$ cat src/rtl/pet_pkg.sv
// Shared types, command codes and decode helpers for the pet update scheduler.
package pet_pkg;

    typedef enum logic [2:0] {
        HUNGER    = 3'd0,
        HAPPINESS = 3'd1,
        HEALTH    = 3'd2,
        HYGIENE   = 3'd3,
        ENERGY    = 3'd4
    } stat_sel_e;

    typedef enum logic [1:0] {AWAKE, SLEEPING, DEAD} game_state_e;

    typedef enum logic [1:0] {IDLE, CMD, TICK_RND, TICK_NRG} issue_state_e;

    typedef struct packed {
        logic      valid;
        stat_sel_e sel;
    } stat_op_t;

    localparam logic [7:0] CMD_EAT   = 8'h65;
    localparam logic [7:0] CMD_PLAY  = 8'h70;
    localparam logic [7:0] CMD_HEAL  = 8'h64;
    localparam logic [7:0] CMD_BATH  = 8'h62;
    localparam logic [7:0] CMD_SLEEP = 8'h73;
    localparam logic [7:0] CMD_WAKE  = 8'h77;

    // Button codes that decrement a stat; sleep/wake are handled by the game FSM.
    function automatic stat_op_t decode_cmd(input logic [7:0] code);
        stat_op_t op;
        op.valid = 1'b1;
        op.sel   = HUNGER;
        case (code)
            CMD_EAT:  op.sel = HUNGER;
            CMD_PLAY: op.sel = HAPPINESS;
            CMD_HEAL: op.sel = HEALTH;
            CMD_BATH: op.sel = HYGIENE;
            default:  op.valid = 1'b0;
        endcase
        return op;
    endfunction

    function automatic stat_op_t decode_random(input logic [2:0] rnd);
        stat_op_t op;
        op.valid = 1'b1;
        op.sel   = HUNGER;
        case (rnd)
            3'b001:  op.sel = HUNGER;
            3'b000:  op.sel = HAPPINESS;
            3'b010:  op.sel = HEALTH;
            3'b011:  op.sel = HYGIENE;
            3'b110:  op.sel = ENERGY;
            default: op.valid = 1'b0;
        endcase
        return op;
    endfunction

endpackage

$ cat src/rtl/pet_tick_gen.sv
// Game tick generator: free-running counter with a one-cycle tick in the wrap cycle
// and a phase bit that toggles on every tick.
module pet_tick_gen #(
    parameter int TICK_CYCLES = 27_000_000,
    parameter int CNT_W       = 28
) (
    input  logic clk,
    input  logic rst_n,
    output logic tick,
    output logic second
);

    localparam logic [CNT_W-1:0] LAST = CNT_W'(TICK_CYCLES - 1);

    logic [CNT_W-1:0] count;

    assign tick = (count == LAST);

    always_ff @(posedge clk) begin
        if (!rst_n) begin
            count  <= '0;
            second <= 1'b0;
        end else if (tick) begin
            count  <= '0;
            second <= ~second;
        end else begin
            count  <= count + CNT_W'(1);
        end
    end

endmodule

$ cat src/rtl/pet_update_scheduler.sv
// Sequences all stat updates: decodes buttons, captures tick ops, arbitrates them onto
// one valid/ready port and owns the AWAKE/SLEEPING/DEAD game state.
module pet_update_scheduler
    import pet_pkg::*;
#(
    parameter int TICK_CYCLES = 27_000_000,
    parameter int CNT_W       = 28
) (
    input  logic       clk,
    input  logic       rst_n,
    input  logic [7:0] inputs,
    input  logic [7:0] random,
    input  logic       stats_all_zero,
    input  logic       upd_ready,
    output logic       upd_valid,
    output logic [2:0] upd_sel,
    output logic       upd_dir,
    output logic       second,
    output logic       is_sleeping,
    output logic       is_dead,
    output logic       tick_overrun
);

    logic tick;

    pet_tick_gen #(
        .TICK_CYCLES (TICK_CYCLES),
        .CNT_W       (CNT_W)
    ) u_tick_gen (
        .clk    (clk),
        .rst_n  (rst_n),
        .tick   (tick),
        .second (second)
    );

    game_state_e  game_q, game_d;
    issue_state_e issue_q, issue_d;
    logic         armed_q;
    logic         cmd_pend_q, cmd_pend_d;
    stat_sel_e    cmd_sel_q, cmd_sel_d;
    logic         rnd_pend_q, rnd_pend_d;
    stat_sel_e    rnd_sel_q, rnd_sel_d;
    logic         nrg_pend_q, nrg_pend_d;
    logic         overrun_q;

    logic         accept, xfer, tick_full, tick_take;
    stat_op_t     cmd_op, rnd_op;
    logic         rnd_unused;

    assign accept     = armed_q && (inputs != 8'h00);
    assign xfer       = upd_valid && upd_ready;
    assign tick_full  = rnd_pend_q || nrg_pend_q;
    assign tick_take  = tick && !tick_full && (game_q != DEAD);
    assign cmd_op     = decode_cmd(inputs);
    assign rnd_op     = decode_random(random[2:0]);
    assign rnd_unused = ^random[7:3];

    always_comb begin
        game_d = game_q;
        if (stats_all_zero || game_q == DEAD) begin
            game_d = DEAD;
        end else if (accept && game_q == AWAKE && inputs == CMD_SLEEP) begin
            game_d = SLEEPING;
        end else if (accept && game_q == SLEEPING && inputs == CMD_WAKE) begin
            game_d = AWAKE;
        end
    end

    // An op stays in its slot until transferred, so a slot counts as full while in flight.
    always_comb begin
        cmd_pend_d = cmd_pend_q;
        cmd_sel_d  = cmd_sel_q;
        rnd_pend_d = rnd_pend_q;
        rnd_sel_d  = rnd_sel_q;
        nrg_pend_d = nrg_pend_q;
        issue_d    = issue_q;

        if (xfer) begin
            case (issue_q)
                CMD:      cmd_pend_d = 1'b0;
                TICK_RND: rnd_pend_d = 1'b0;
                TICK_NRG: nrg_pend_d = 1'b0;
                default:  ;
            endcase
        end

        if (accept && game_q == AWAKE && cmd_op.valid && !cmd_pend_q) begin
            cmd_pend_d = 1'b1;
            cmd_sel_d  = cmd_op.sel;
        end

        if (tick_take) begin
            rnd_pend_d = rnd_op.valid;
            rnd_sel_d  = rnd_op.sel;
            nrg_pend_d = (game_q == SLEEPING) && second;
        end

        if (issue_q == IDLE || xfer) begin
            if (cmd_pend_d)      issue_d = CMD;
            else if (rnd_pend_d) issue_d = TICK_RND;
            else if (nrg_pend_d) issue_d = TICK_NRG;
            else                 issue_d = IDLE;
        end

        if (game_d == DEAD) begin
            cmd_pend_d = 1'b0;
            rnd_pend_d = 1'b0;
            nrg_pend_d = 1'b0;
            issue_d    = IDLE;
        end
    end

    always_comb begin
        upd_valid = (issue_q != IDLE);
        upd_sel   = 3'd0;
        upd_dir   = 1'b0;
        case (issue_q)
            CMD:      upd_sel = cmd_sel_q;
            TICK_RND: begin
                upd_sel = rnd_sel_q;
                upd_dir = 1'b1;
            end
            TICK_NRG: upd_sel = ENERGY;
            default:  ;
        endcase
    end

    assign is_sleeping  = (game_q == SLEEPING);
    assign is_dead      = (game_q == DEAD);
    assign tick_overrun = overrun_q;

    always_ff @(posedge clk) begin
        if (!rst_n) begin
            game_q     <= AWAKE;
            issue_q    <= IDLE;
            armed_q    <= 1'b1;
            cmd_pend_q <= 1'b0;
            cmd_sel_q  <= HUNGER;
            rnd_pend_q <= 1'b0;
            rnd_sel_q  <= HUNGER;
            nrg_pend_q <= 1'b0;
            overrun_q  <= 1'b0;
        end else begin
            game_q     <= game_d;
            issue_q    <= issue_d;
            armed_q    <= (inputs == 8'h00);
            cmd_pend_q <= cmd_pend_d;
            cmd_sel_q  <= cmd_sel_d;
            rnd_pend_q <= rnd_pend_d;
            rnd_sel_q  <= rnd_sel_d;
            nrg_pend_q <= nrg_pend_d;
            if (tick && tick_full) begin
                overrun_q <= 1'b1;
            end
        end
    end

endmodule

$ cat config.mk
export PLATFORM = sky130hd
export DESIGN_NAME = pet_update_scheduler
export DESIGN_NICKNAME = d
export VERILOG_FILES = /design/src/rtl/pet_pkg.sv /design/src/rtl/pet_tick_gen.sv /design/src/rtl/pet_update_scheduler.sv
export SDC_FILE = /design/constraint.sdc
export NUM_CORES = 1
export LEC_CHECK = 0
export ABC_AREA = 1
export CORE_UTILIZATION = 55
export CTS_BUF_LIST = sky130_fd_sc_hd__clkbuf_16
export CTS_CLUSTER_DIAMETER = 120
export DETAILED_ROUTE_END_ITERATION = 6
export HOLD_SLACK_MARGIN = 0.03
export MAX_ROUTING_LAYER = met4
export PLACE_DENSITY = 0.86
export SLEW_MARGIN = 20
export SYNTH_ARGS = -nofsm -noshare
export SYNTH_HDL_FRONTEND = slang
export SYNTH_HIERARCHICAL = 1
export SYNTH_SLANG_ARGS = --single-unit
$ cat constraint.sdc
create_clock -name clk -period 3.2 [get_ports clk]
set_input_delay 0.96 -clock clk [delete_from_list [all_inputs] [get_ports clk]]
set_output_delay 0.96 -clock clk [all_outputs]
set_load 0.05 [all_outputs]
==> results.tsv, run 1 <==
stage	metric	value	unit
global_routing	GR Overflow Total	0	
worst_setup_path	Worst EP arrival	1790	ps
finish	share of layout cells above drive strength 1	0.1373	
run	Max Cap Viol	0	
synthesis	Synth area leaders	dfxtp_1, nand2_1, nor2_1	
detailed_routing	initial DRC count	100	
timing	max_slew headroom	0.5922	
synthesis	synthesized instance count	387	
global_routing	Total GRT Usage	0.2419	
clocking	CTS resizes	0	
clocking	CTS tree	yes	
floorplan	die area	4978	sq um
power	Sequential Power Share	0.493	
clocking	clock slew at reported path FFs	60	ps
power	Internal	0.8561	mW
synthesis	number of distinct library cells after synthesis	32	
timing	Fmax	0.3631	GHz
global_routing	vias in the first global route	2182	
clocking	Root Driver	clkbuf_16	
finish	footprint of the multi-input gates	1474	sq um
floorplan	Die Ht	70.56	um
worst_hold_path	Worst Hold Class	reg2reg	
placed_design	HPWL after DPL	4143	um
outcome	status	completed	
clocking	Clock Path Buffers	2	
synthesis	syn nets	408	
finish	Util after Layout	0.6709	
detailed_routing	drt pass-1 iters	4	
global_routing	first-pass GRT wire length	9280	um
worst_setup_path	critical-path cell list	inv_2 -> nand2_1 -> o21ai_0 -> clkdlybuf4s50_1	
timing	final setup vio count	0	
floorplan	IO Count	29	
worst_setup_path	Setup crit end kind	primary output	
timing	post-route minimum period	2754	ps
power	Comb pwr share	0.066	
clocking	Setup Fix Bufs, Post-CTS	0	
synthesis	Syn. warnings	6	
global_routing	largest net degree at the start of global routing	23	
worst_setup_path	Slowest-stage cell, CP	clkdlybuf4s50_1	
power	Leak	1.177	nW
detailed_routing	via density per instance	5.051	
worst_setup_path	crit path kind	reg2out	
placed_design	PortBufs	23	
power	pwr/cell area	370.0	nW/um^2
timing	Slew Viols, Final	0	
finish	Final nets	435	
detailed_routing	total length of routed wires	5295	um
finish	Reg area	860.8	sq um
clocking	cts hold-fix bufs	0	
clocking	H-tree depth	2	
placed_design	Final Wtd Congestion	0.9111	
clocking	Clk Latency, worst-skew pair	280	ps
synthesis	mean area per synthesized cell	6.680	sq um
finish	fin cells	467	
finish	Area Growth Syn to Fin	15.34	%
detailed_routing	routed vias	2359	
floorplan	Placeable Area	4444	sq um
floorplan	DIE WIDTH	70.56	um
worst_setup_path	worst path required time	2240	ps
clocking	Clock Sink Count	43	
synthesis	cell accounting for the most synthesized area	dfxtp_1	
floorplan	row count	24	
worst_setup_path	Top delay family on crit path	buffers and inverters	
worst_setup_path	Setup crit start kind	register	
detailed_routing	Post-DRT Antenna Nets	0	
worst_setup_path	worst-path fanout max	4	
timing	Clock Skew	3.167	ps
power	Sw Share	0.2239	
power	Sw Pwr	0.2470	mW
worst_setup_path	CP max stage delay	830	ps
finish	antenna fix cells	0	
synthesis	synthesized cell area	2585	sq um
detailed_routing	DRC viols	0	
power	Clk pwr share	0.441	
timing	setup TNS	0	ps
synthesis	post-synthesis sequential area ratio	0.3330	
timing	period utilization	0.8607	
detailed_routing	wire per inst	11.34	um
power	peak supply drop	189.7	uV
timing	Hold WS	450.1	ps
synthesis	post-synth top area share	0.3330	
floorplan	Initial Utilization	0.5816	
timing	RSZ-0062 raised after global routing	false	
synthesis	register bit count reported by yosys	43	
timing	final hold viol count	0	
placed_design	cell count after placement	459	
finish	Filler Cell Count	395	
timing	pin slew with the least headroom to its limit	609.8	ps
worst_setup_path	WP buf/inv	2	
clocking	Num CTS Buffers	5	
global_routing	initial antenna violation count	0	
-- flip-flops by register name, indices dropped and copies added, names as in the netlist --
name	count
u_tick_gen/second	1
armed_q	1
rnd_sel_q	3
u_tick_gen/count	28
tick_overrun	1
cmd_sel_q	2
nrg_pend_q	1
issue_q	2
cmd_pend_q	1
game_q	2
rnd_pend_q	1
-- final timing paths --
| path | from | endpoint | cells after the start | slack, ps |
|---|---|---|---|---|
| max | issue_q[0] | upd_sel[1] | 4 | 450 |
| min | tick_overrun | tick_overrun | 2 | 450 |
| max reg2reg | u_tick_gen/count[0] | issue_q[0] | 12 | 1040 |
| min reg2reg | tick_overrun | tick_overrun | 2 | 450 |
-- cell families (layout without fill, tap and decap cells) --
logic type / after synthesis / after routing / synth area share
and+or+nand+nor: 231 / 231 / 0.4395
buffers and inverters: 59 / 87 / 0.09680
DFF: 43 / 43 / 0.3330
AOI/OAI and AO/OA: 42 / 42 / 0.08858
xor gates and xnor gates: 11 / 11 / 0.03727
adders and majority gates: 1 / 1 / 0.004839
-- per-stage QoR --
step	setup WS (ps)	area [sq um]	power, mW
6_report	445.7	2982	1.103
3_3_place_gp	719.8	2840	0.6268
2_1_floorplan	689.2	2585	0.6035
3_5_place_dp	707.8	2840	0.6289
5_1_grt	335.2	2982	1.152
4_1_cts	441.5	2982	1.116
-- worst reg2reg max path, stage by stage (launching register included) --
cell     delay [ps]
dfxtp_1         360
ha_1            210
nand2_2         100
nor2_8          170
nand2_1          90
nor4_1          400
nand2_1         180
nor2_4          130
nand2_2          60
nand2_1          70
o21ai_0          90
o21ai_1         130
inv_1            50
-- synth_stat cells --
cell type / count
nor3_4: 1
buf_8: 1
buf_12: 1
nor4_1: 1
nor2_2: 18
nor3_1: 1
nand3_1: 23
xor2_1: 4
dfxtp_1: 43
nand2_4: 3
nand2_8: 1
a21oi_1: 22
and2_1: 2
a21oi_2: 2
nand2_2: 8
o21ai_0: 11
and2_2: 1
a211oi_1: 2
inv_1: 52
nor2_4: 9
o31ai_1: 1
xnor2_1: 7
inv_2: 4
o2111ai_1: 1
nor2_8: 1
nand3_2: 2
nand4_1: 6
nor2_1: 63
nand2_1: 91
buf_2: 1
ha_1: 1
o21ai_1: 3
-- power groups by stage --
stage,Combinational (mW),Sequential (mW),Clock (mW)
after global routing,0.0809,0.545,0.526
final,0.0724,0.544,0.486
after detailed placement,0.0727,0.556,0
after CTS,0.0731,0.544,0.499
after floorplan,0.0480,0.555,0
after global placement,0.0710,0.556,0
-- final cells by class --
type	instances	share of cell area
clock buffers	5	0.04196
repair buffers	23	0.07721
clock inverters	3	0.005455
flip-flops and latches	43	0.2887
inverters	56	0.07050
multi-input cells	285	0.4943
well taps	52	0.02182
-- per-layer routing --
layer	global-route usage	wire (um)	up-vias
li1	-	-	1258
met2	0.4315	2576	38
met3	0.05556	175	11
met5	-	0	-
met4	0.06444	86	0
met1	0.2731	2457	1052
-- cells in the final DEF (no fill, tap or decap), drive strengths merged --
master and instances:
a21oi 24, clkbuf 5, nor3 2, clkinv 1
clkdlybuf4s50 23, nor2 91, a211oi 2, nor4 1
o21ai 14, clkinvlp 1, nand3 25, xor2 4
xnor2 7, dfxtp 43, nand2 103, o31ai 1
nand4 6, inv 57, ha 1, o2111ai 1
and2 3
Note: power is estimated with default switching activity, not from simulation.
==> inputs of run 2 (changes only) <==
Settings changed: PLACE_DENSITY 0.86 to 0.82.
==> results.tsv, run 2 (synthesis gave the netlist of run 1 again) <==
stage	metric	value	unit
outcome	status	completed	
finish	share of layout cells above drive strength 1	0.1398	
finish	Biggest register	u_tick_gen/count	
global_routing	first-pass GRT wire length	9522	um
clocking	Clock Path Buffers	2	
global_routing	largest net degree at the start of global routing	23	
worst_hold_path	Worst Hold Class	reg2reg	
floorplan	die area	4978	sq um
clocking	CTS resizes	0	
detailed_routing	initial DRC count	122	
global_routing	Total GRT Usage	0.2478	
detailed_routing	wire per inst	11.78	um
worst_hold_path	Hold Path Depth	2	
worst_setup_path	worst path required time	2240	ps
detailed_routing	routed vias	2426	
worst_setup_path	worst-path fanout max	4	
timing	Hold WS	445.6	ps
detailed_routing	via density per instance	5.195	
clocking	H-tree depth	2	
clocking	Setup Fix Bufs, Post-CTS	0	
timing	post-route minimum period	2747	ps
clocking	CTS tree	yes	
worst_setup_path	Setup crit start kind	register	
floorplan	Die Ht	70.56	um
floorplan	IO Count	29	
clocking	Num CTS Buffers	5	
timing	period utilization	0.8585	
global_routing	vias in the first global route	2245	
placed_design	Final Wtd Congestion	0.8779	
power	peak supply drop	325.4	uV
timing	max_slew headroom	0.5566	
clocking	Clock Sink Count	43	
worst_setup_path	Reg2Reg Depth	11	
finish	commonest non-fill, non-tap cell in the layout	nand2_1	
detailed_routing	drt pass-1 iters	5	
worst_setup_path	Worst EP arrival	1790	ps
power	Leak	1.190	nW
finish	most frequent cells in the layout	nand2_1, nor2_1, inv_1	
floorplan	DIE WIDTH	70.56	um
timing	Clock Skew	4.891	ps
clocking	Root Driver	clkbuf_16	
power	pwr/cell area	394.1	nW/um^2
timing	setup TNS	0	ps
run	Max Cap Viol	0	
placed_design	PortBufs	23	
finish	Top Registers	u_tick_gen/count (28), rnd_sel_q (3)	
finish	Area Growth Syn to Fin	16.41	%
global_routing	initial antenna violation count	0	
finish	Final nets	435	
clocking	cts hold-fix bufs	0	
finish	flip-flop count of the largest register after layout	28	
worst_setup_path	crit path kind	reg2out	
floorplan	Initial Utilization	0.5816	
clocking	Clk Latency, worst-skew pair	280	ps
timing	Fmax	0.3640	GHz
timing	final setup margin	452.9	ps
placed_design	HPWL after DPL	4276	um
timing	pin slew with the least headroom to its limit	663.0	ps
detailed_routing	DRC viols	0	
finish	antenna fix cells	0	
detailed_routing	total length of routed wires	5499	um
clocking	clock slew at reported path FFs	60	ps
placed_design	pre-CTS setup slack	661.6	ps
timing	Slew Viols, Final	0	
floorplan	Placeable Area	4444	sq um
detailed_routing	Post-DRT Antenna Nets	0	
timing	final hold viol count	0	
floorplan	row count	24	
timing	final setup vio count	0	
worst_setup_path	Setup crit end kind	primary output	
timing	RSZ-0062 raised after global routing	false	
global_routing	GR Overflow Total	0	
## run 2: changes by cell type in the layout (fill, tap and decap cells not counted)
cell / previous run / this run
clkinvlp_4: 1 / 0
clkinv_4: 0 / 1
bufinv_16: 0 / 1
inv_1: 53 / 52
## run 2: cell type report
cell class	instances	area, sq um
multi-input cells	285	1474
fillers	402	1435
flip-flops and latches	43	860.8
repair buffers	23	230.2
inverters	56	210.2
clock buffers	5	125.1
well taps	52	65.06
clock inverters	3	43.79
## run 2: worst paths after layout
path	startpoint	to	slack, ps
worst min register to register	tick_overrun	tick_overrun	450
worst max-delay path	issue_q[0]	upd_sel[1]	450
worst min-delay path	tick_overrun	tick_overrun	450
worst max register to register	u_tick_gen/count[0]	issue_q[0]	930
## run 2: power breakdown
group,internal [mW],switching [mW]
combinational,0.0313,0.0416
sequential,0.540,0.00430
clock,0.368,0.201
total,0.939,0.247
## run 2: worst max-delay path: stages, from the launching register on
cell	delay [ps]
dfxtp_1	340
inv_2	70
nand2_1	80
o21ai_0	180
clkdlybuf4s50_1	830
## run 2: layer usage
layer / track usage / part of all wire / wire length [um] / up-vias
met1: 0.2766 / 0.44 / 2415 / 1091
li1: - / - / - / 1259
met5: - / 0 / 0 / -
met4: 0.1022 / 0.027 / 146 / 0
met2: 0.4412 / 0.50 / 2749 / 63
met3: 0.03989 / 0.034 / 187 / 13
## run 2: metrics by stage
stage / cell area, sq um / cells / power (mW) / util
after floorplan: 2585 / 387 / 0.6035 / -
after global placement: 2840 / 459 / 0.6270 / 0.6391
after detailed placement: 2840 / 459 / 0.6299 / 0.6391
after CTS: 3009 / 467 / 1.202 / 0.6771
after global routing: 3009 / 467 / 1.236 / 0.6771
final: 3009 / 467 / 1.186 / 0.6771
==> inputs of run 3 (changes only) <==
Settings changed: HOLD_SLACK_MARGIN 0.03 to default.
==> results of run 3 <==
The final DEF is identical to that of run 2; final timing and power are the same.
==> RTL edit 1 (settings of run 2) <==
Make the reset (`rst_n`) asynchronous in 2 clocked blocks.
--- a/src/rtl/pet_tick_gen.sv
+++ b/src/rtl/pet_tick_gen.sv
@@ -18,3 +18,3 @@
 
-    always_ff @(posedge clk) begin
+    always_ff @(posedge clk or negedge rst_n) begin
         if (!rst_n) begin
--- a/src/rtl/pet_update_scheduler.sv
+++ b/src/rtl/pet_update_scheduler.sv
@@ -131,3 +131,3 @@
 
-    always_ff @(posedge clk) begin
+    always_ff @(posedge clk or negedge rst_n) begin
         if (!rst_n) begin
Formal check against the unedited RTL: differs if rst_n is asserted again (counterexample within 4 cycles, from zero or initial values and one cycle with rst_n low); with rst_n held inactive, the same outputs for 10 cycles.
==> RTL edit 1 against run 2 <==
Synthesized cell count is 1.6% higher; sequential cell count stayed put; synthesized area is 7.9% higher; total power is 8.7% lower; combinational power is 35% lower; cell area is 8.8% higher; setup slack worse by 120 ps; routed wire length is 11% higher; largest cell class unchanged.
==> RTL edit 1: results (changes against run 2) <==
The tools report the origin of the worst setup path as issue_q[1]$_DFFE_PN0P_ (was issue_q[0]$_SDFFE_PP0P_). Combinational share of power: 4.4% (was 6.1%). The inverter count came out at 61 (was 56). Largest net degree at the start of global routing: 44 (was 23). The iteration count of the initial detailed-routing pass is 4 (was 5). The setup slack at placement is 387 ps (was 662 ps). The wire length the detailed router placed on met1 was 2670 um (was 2420 um); the pin slew with the least headroom to its limit was 549 ps (was 663 ps). The fraction of standard cell area in multi-input logic is 45.3% (was 49.0%), and the length of routed met3 wiring is 264 um (was 187 um).

The tools report the number of nets produced by synthesis as 414 (was 408). Destination of the worst register-to-register timing path: issue_q[0]$_DFFE_PN0P_ (was issue_q[0]$_SDFFE_PP0P_). The standby leakage power came out at 1.64 nW (was 1.19 nW). The logs give 10600 um (was 9520 um) for the global-route wire length before repair and 45.1% (was 44.1%) for the fraction of met2 tracks used by global routing.

The run gives 0.00310 mm2 (was 0.00284 mm2) as the area of placed instances. The worst min-delay path startpoint was tick_overrun$_DFFE_PN0P_ (was tick_overrun$_SDFFE_PN0P_). The multi-input gate count came out at 289 (was 285).

The number of cells on the worst hold path was 1 (was 2). The run gives 4650 um (was 4280 um) as the half-perimeter wire length after detailed placement. The run gives 50.2% (was 45.9%) as the part of the power in registers. The startpoint of the worst register-to-register path was u_tick_gen/count[0]$_DFF_PN0_ (was u_tick_gen/count[0]$_SDFF_PP0_).

The met1 track demand over resource in global routing was 32.1% (was 27.7%). The tools report the reported net switching power as 0.233 mW (was 0.247 mW). The run finished with clean final reports.

Main flop type after synthesis: sky130_fd_sc_hd__dfrtp_1 (was sky130_fd_sc_hd__dfxtp_1). The fraction of registers with async set or reset after synthesis is 100% (was 0%), and the count of plain and timing-repair buffers is 24 (was 23). Overall global routing resource usage: 27.2% (was 24.8%). Sink of the worst hold path: tick_overrun$_DFFE_PN0P_ (was tick_overrun$_SDFFE_PN0P_). The post-synthesis sequential area ratio was 38.6% (was 33.3%); the number of global-route vias before repair was 2423 (was 2245). The layout filler cell count was 438 (was 402); the met3 layer usage reported by global route was 4.97% (was 3.99%).

Share of layout cells above drive strength 1: 13.2% (was 14.0%). The logs give 0.933 (was 0.878) for the routability congestion estimate and 0.332 mV (was 0.325 mV) for the largest voltage drop on the vdd net. The share of final layout cell area taken by clock buffers and inverters came out at 4.32% (was 5.61%). The total routed wirelength is 6110 um (was 5500 um), and the shortest clock period the worst path allows after layout is 2870 ps (was 2750 ps).
RTL edit 1: cell families after synthesis:
| family | Yosys count | synth area share, % |
|---|---|---|
| fa+ha+maj | 1 | 0.448 |
| simple gates | 252 | 43.6 |
| buf+inv | 61 | 8.30 |
| compound gates | 27 | 6.19 |
| xor+xnor | 9 | 2.83 |
| flops | 43 | 38.6 |
RTL edit 1: critical path: stages, from the launching register on:
cell	delay (ps)
sky130_fd_sc_hd__dfrtp_1	440
sky130_fd_sc_hd__inv_1	130
sky130_fd_sc_hd__nor2_1	210
sky130_fd_sc_hd__clkdlybuf4s50_1	840
RTL edit 1: stage by stage:
step / setup TNS (ps) / hold WS (ps) / instances / power, mW
floorplan: -495 / 453 / 393 / 0.566
global placement: 0 / 461 / 483 / 0.597
CTS: 0 / 484 / 491 / 1.09
finish: 0 / 483 / 492 / 1.08
detailed placement: 0 / 467 / 483 / 0.598
global route: 0 / 505 / 492 / 1.12
==> RTL edit 2 (flow settings as in run 2) <==
Without the edit above. `CNT_W` is set to 28 in 2 places; all go to 14.
--- a/src/rtl/pet_tick_gen.sv
+++ b/src/rtl/pet_tick_gen.sv
@@ -4,3 +4,3 @@
     parameter int TICK_CYCLES = 27_000_000,
-    parameter int CNT_W       = 28
+    parameter int CNT_W       = 14
 ) (
--- a/src/rtl/pet_update_scheduler.sv
+++ b/src/rtl/pet_update_scheduler.sv
@@ -6,3 +6,3 @@
     parameter int TICK_CYCLES = 27_000_000,
-    parameter int CNT_W       = 28
+    parameter int CNT_W       = 14
 ) (
Function: no difference found for any inputs over 10 cycles, from zero or initial values and one cycle with rst_n low; that may be too few to reach the edited logic, so the function may still have changed.
==> RTL edit 2 against run 2 <==
The run now ends with design-rule violations left; sequential cell count shrank 14; clock skew fell by 0.56 ps; cell count decreased by 36%; first-iteration DRC count decreased by 32%; cell area shrank 32%; sequential power shrank 32%; via count fell by 38%; synthesized area decreased by 36%; routed wire length decreased by 45%; register-to-register slack improved by 420 ps; critical path type unchanged; total power is 26% lower; setup slack improved by 25 ps; global-route usage decreased by 1.2 points; non-clock buffer count is the same; largest cell class unchanged.
==> RTL edit 2: results (changes against run 2) <==
The compound-cell area share of the yosys netlist came out at 10.3% (was 8.86%). Routed wirelength normalized by instance count: 10.1 um (was 11.8 um). DRC violation total after the first TritonRoute iteration: 83 (was 122). Most frequent cells after synthesis: sky130_fd_sc_hd__nand2_1, sky130_fd_sc_hd__inv_1, sky130_fd_sc_hd__dfxtp_1 (was sky130_fd_sc_hd__nand2_1, sky130_fd_sc_hd__nor2_1, sky130_fd_sc_hd__inv_1).

The number of setup violations in the final report is 0 (unchanged), and the overall global routing resource usage is 23.6% (was 24.8%). The routability congestion estimate was 0.903 (was 0.878). The slack of the worst reg-to-reg path is 1350 ps (was 930 ps), and the met1 track demand over resource in global routing is 30.1% (was 27.7%).

The final hold slack came out at 448 ps (was 446 ps). Top post-synthesis cells by area: sky130_fd_sc_hd__dfxtp_1, sky130_fd_sc_hd__nand2_1, sky130_fd_sc_hd__inv_1, sky130_fd_sc_hd__nor2_2, sky130_fd_sc_hd__nor2_1 (was sky130_fd_sc_hd__dfxtp_1, sky130_fd_sc_hd__nand2_1, sky130_fd_sc_hd__nor2_1, sky130_fd_sc_hd__inv_1, sky130_fd_sc_hd__nand3_1). For the net total in the final layout, the log shows 288 (was 435). The total number of yosys warnings is 6 (unchanged). The largest net degree at the start of global routing is 14 (was 23). The tools report the met3 layer usage reported by global route as 6.22% (was 3.99%). The post-synthesis instance total is 238 (was 387), and the arrival time at the worst endpoint is 1760 ps (was 1790 ps). The pin slew with the least headroom to its limit was 500 ps (was 663 ps). The run finished, with violations left.

The per-cell via count in the routed design works out to 5.03 (was 5.19). The number of nets produced by synthesis is 259 (was 408), and the fraction of met2 tracks used by global routing is 35.2% (was 44.1%). Number of global-route vias before repair: 1412 (was 2245). The xor and xnor fraction of the mapped netlist area was 2.66% (was 3.73%); the residual DRC count was 6 (was 0). The final reports fail on design-rule violations. Largest registers: u_tick_gen/count (14), rnd_sel_q (3) (was u_tick_gen/count (28), rnd_sel_q (3)).

The portion of the clock cycle consumed by the worst path in the final layout is 85.1% (was 85.8%), and the total routed wirelength is 3020 um (was 5500 um). The adder and majority gate portion of the synthesized area is 0.760% (was 0.484%), and the switching share of power is 22.7% (was 20.8%). The logs give 4.33 ps (was 4.89 ps) for the clock skew and 0.00189 mm2 (was 0.00284 mm2) for the area of placed instances. The global-route wire length before repair was 5760 um (was 9520 um). The half-perimeter wire length after detailed placement was 2340 um (was 4280 um); the share of layout cells above drive strength 1 was 16.8% (was 14.0%). The standby leakage power was 0.826 nW (was 1.19 nW); the largest voltage drop on the vdd net was 0.387 mV (was 0.325 mV). The setup slack at placement was 743 ps (was 662 ps).
==> RTL edit 2: changes by cell type after synthesis, moves of 8 or more <==
cell / change
sky130_fd_sc_hd__nand2_1: -40
sky130_fd_sc_hd__nor2_1: -41
sky130_fd_sc_hd__a21oi_1: -8
sky130_fd_sc_hd__nand3_1: -12
sky130_fd_sc_hd__inv_1: -10
sky130_fd_sc_hd__dfxtp_1: -14
==> RTL edit 2: logic make-up (layout without fill, tap and decap cells) <==
kind of cell               after synthesis  after routing
AOI/OAI and AO/OA                       31             31
xor gates and xnor gates                 5              5
adders and majority gates                1              1
buffers and inverters                   46             76
DFF                                     29             29
and+or+nand+nor                        126            126
==> RTL edit 2: final cells by class <==
| cell class | instances | area (um2) |
|---|---|---|
| timing repair buffer | 23 | 230 |
| sequential | 29 | 581 |
| inverter | 45 | 169 |
| clock buffer | 5 | 125 |
| clock inverter | 3 | 22.5 |
| tap | 31 | 38.8 |
| fill | 218 | 763 |
| multi-input combinational | 163 | 876 |
==> RTL edit 2: final timing paths <==
check | depth (start not counted) | from | end
setup reg to reg | 13 | u_tick_gen/count[0]$_SDFF_PP0_ | issue_q[1]$_SDFFE_PP0P_
hold / removal | 2 | tick_overrun$_SDFFE_PN0P_ | tick_overrun$_SDFFE_PN0P_
hold reg to reg | 2 | tick_overrun$_SDFFE_PN0P_ | tick_overrun$_SDFFE_PN0P_
setup / recovery | 4 | issue_q[0]$_SDFFE_PP0P_ | upd_sel[0]
==> RTL edit 2: power groups by stage <==
stage | combinational, mW | sequential [mW] | clock (mW)
after floorplan | 0.0395 | 0.378 | 0
after global placement | 0.0650 | 0.378 | 0
after detailed placement | 0.0657 | 0.379 | 0
after CTS | 0.0661 | 0.371 | 0.455
after global routing | 0.0747 | 0.372 | 0.477
final | 0.0659 | 0.371 | 0.446
==> RTL edit 2: layer usage <==
metal	share of wire, %	vias to the layer above
met5	0	-
met3	3.4	7
li1	-	806
met4	1.5	0
met1	48	668
met2	47	24
==> RTL edit 2: worst max-delay path: stages (launching register included) <==
cell and delay, ps:
sky130_fd_sc_hd__dfxtp_1 330, sky130_fd_sc_hd__inv_2 70, sky130_fd_sc_hd__nand2_1 90, sky130_fd_sc_hd__o21ai_0 180, sky130_fd_sc_hd__clkdlybuf4s50_1 830
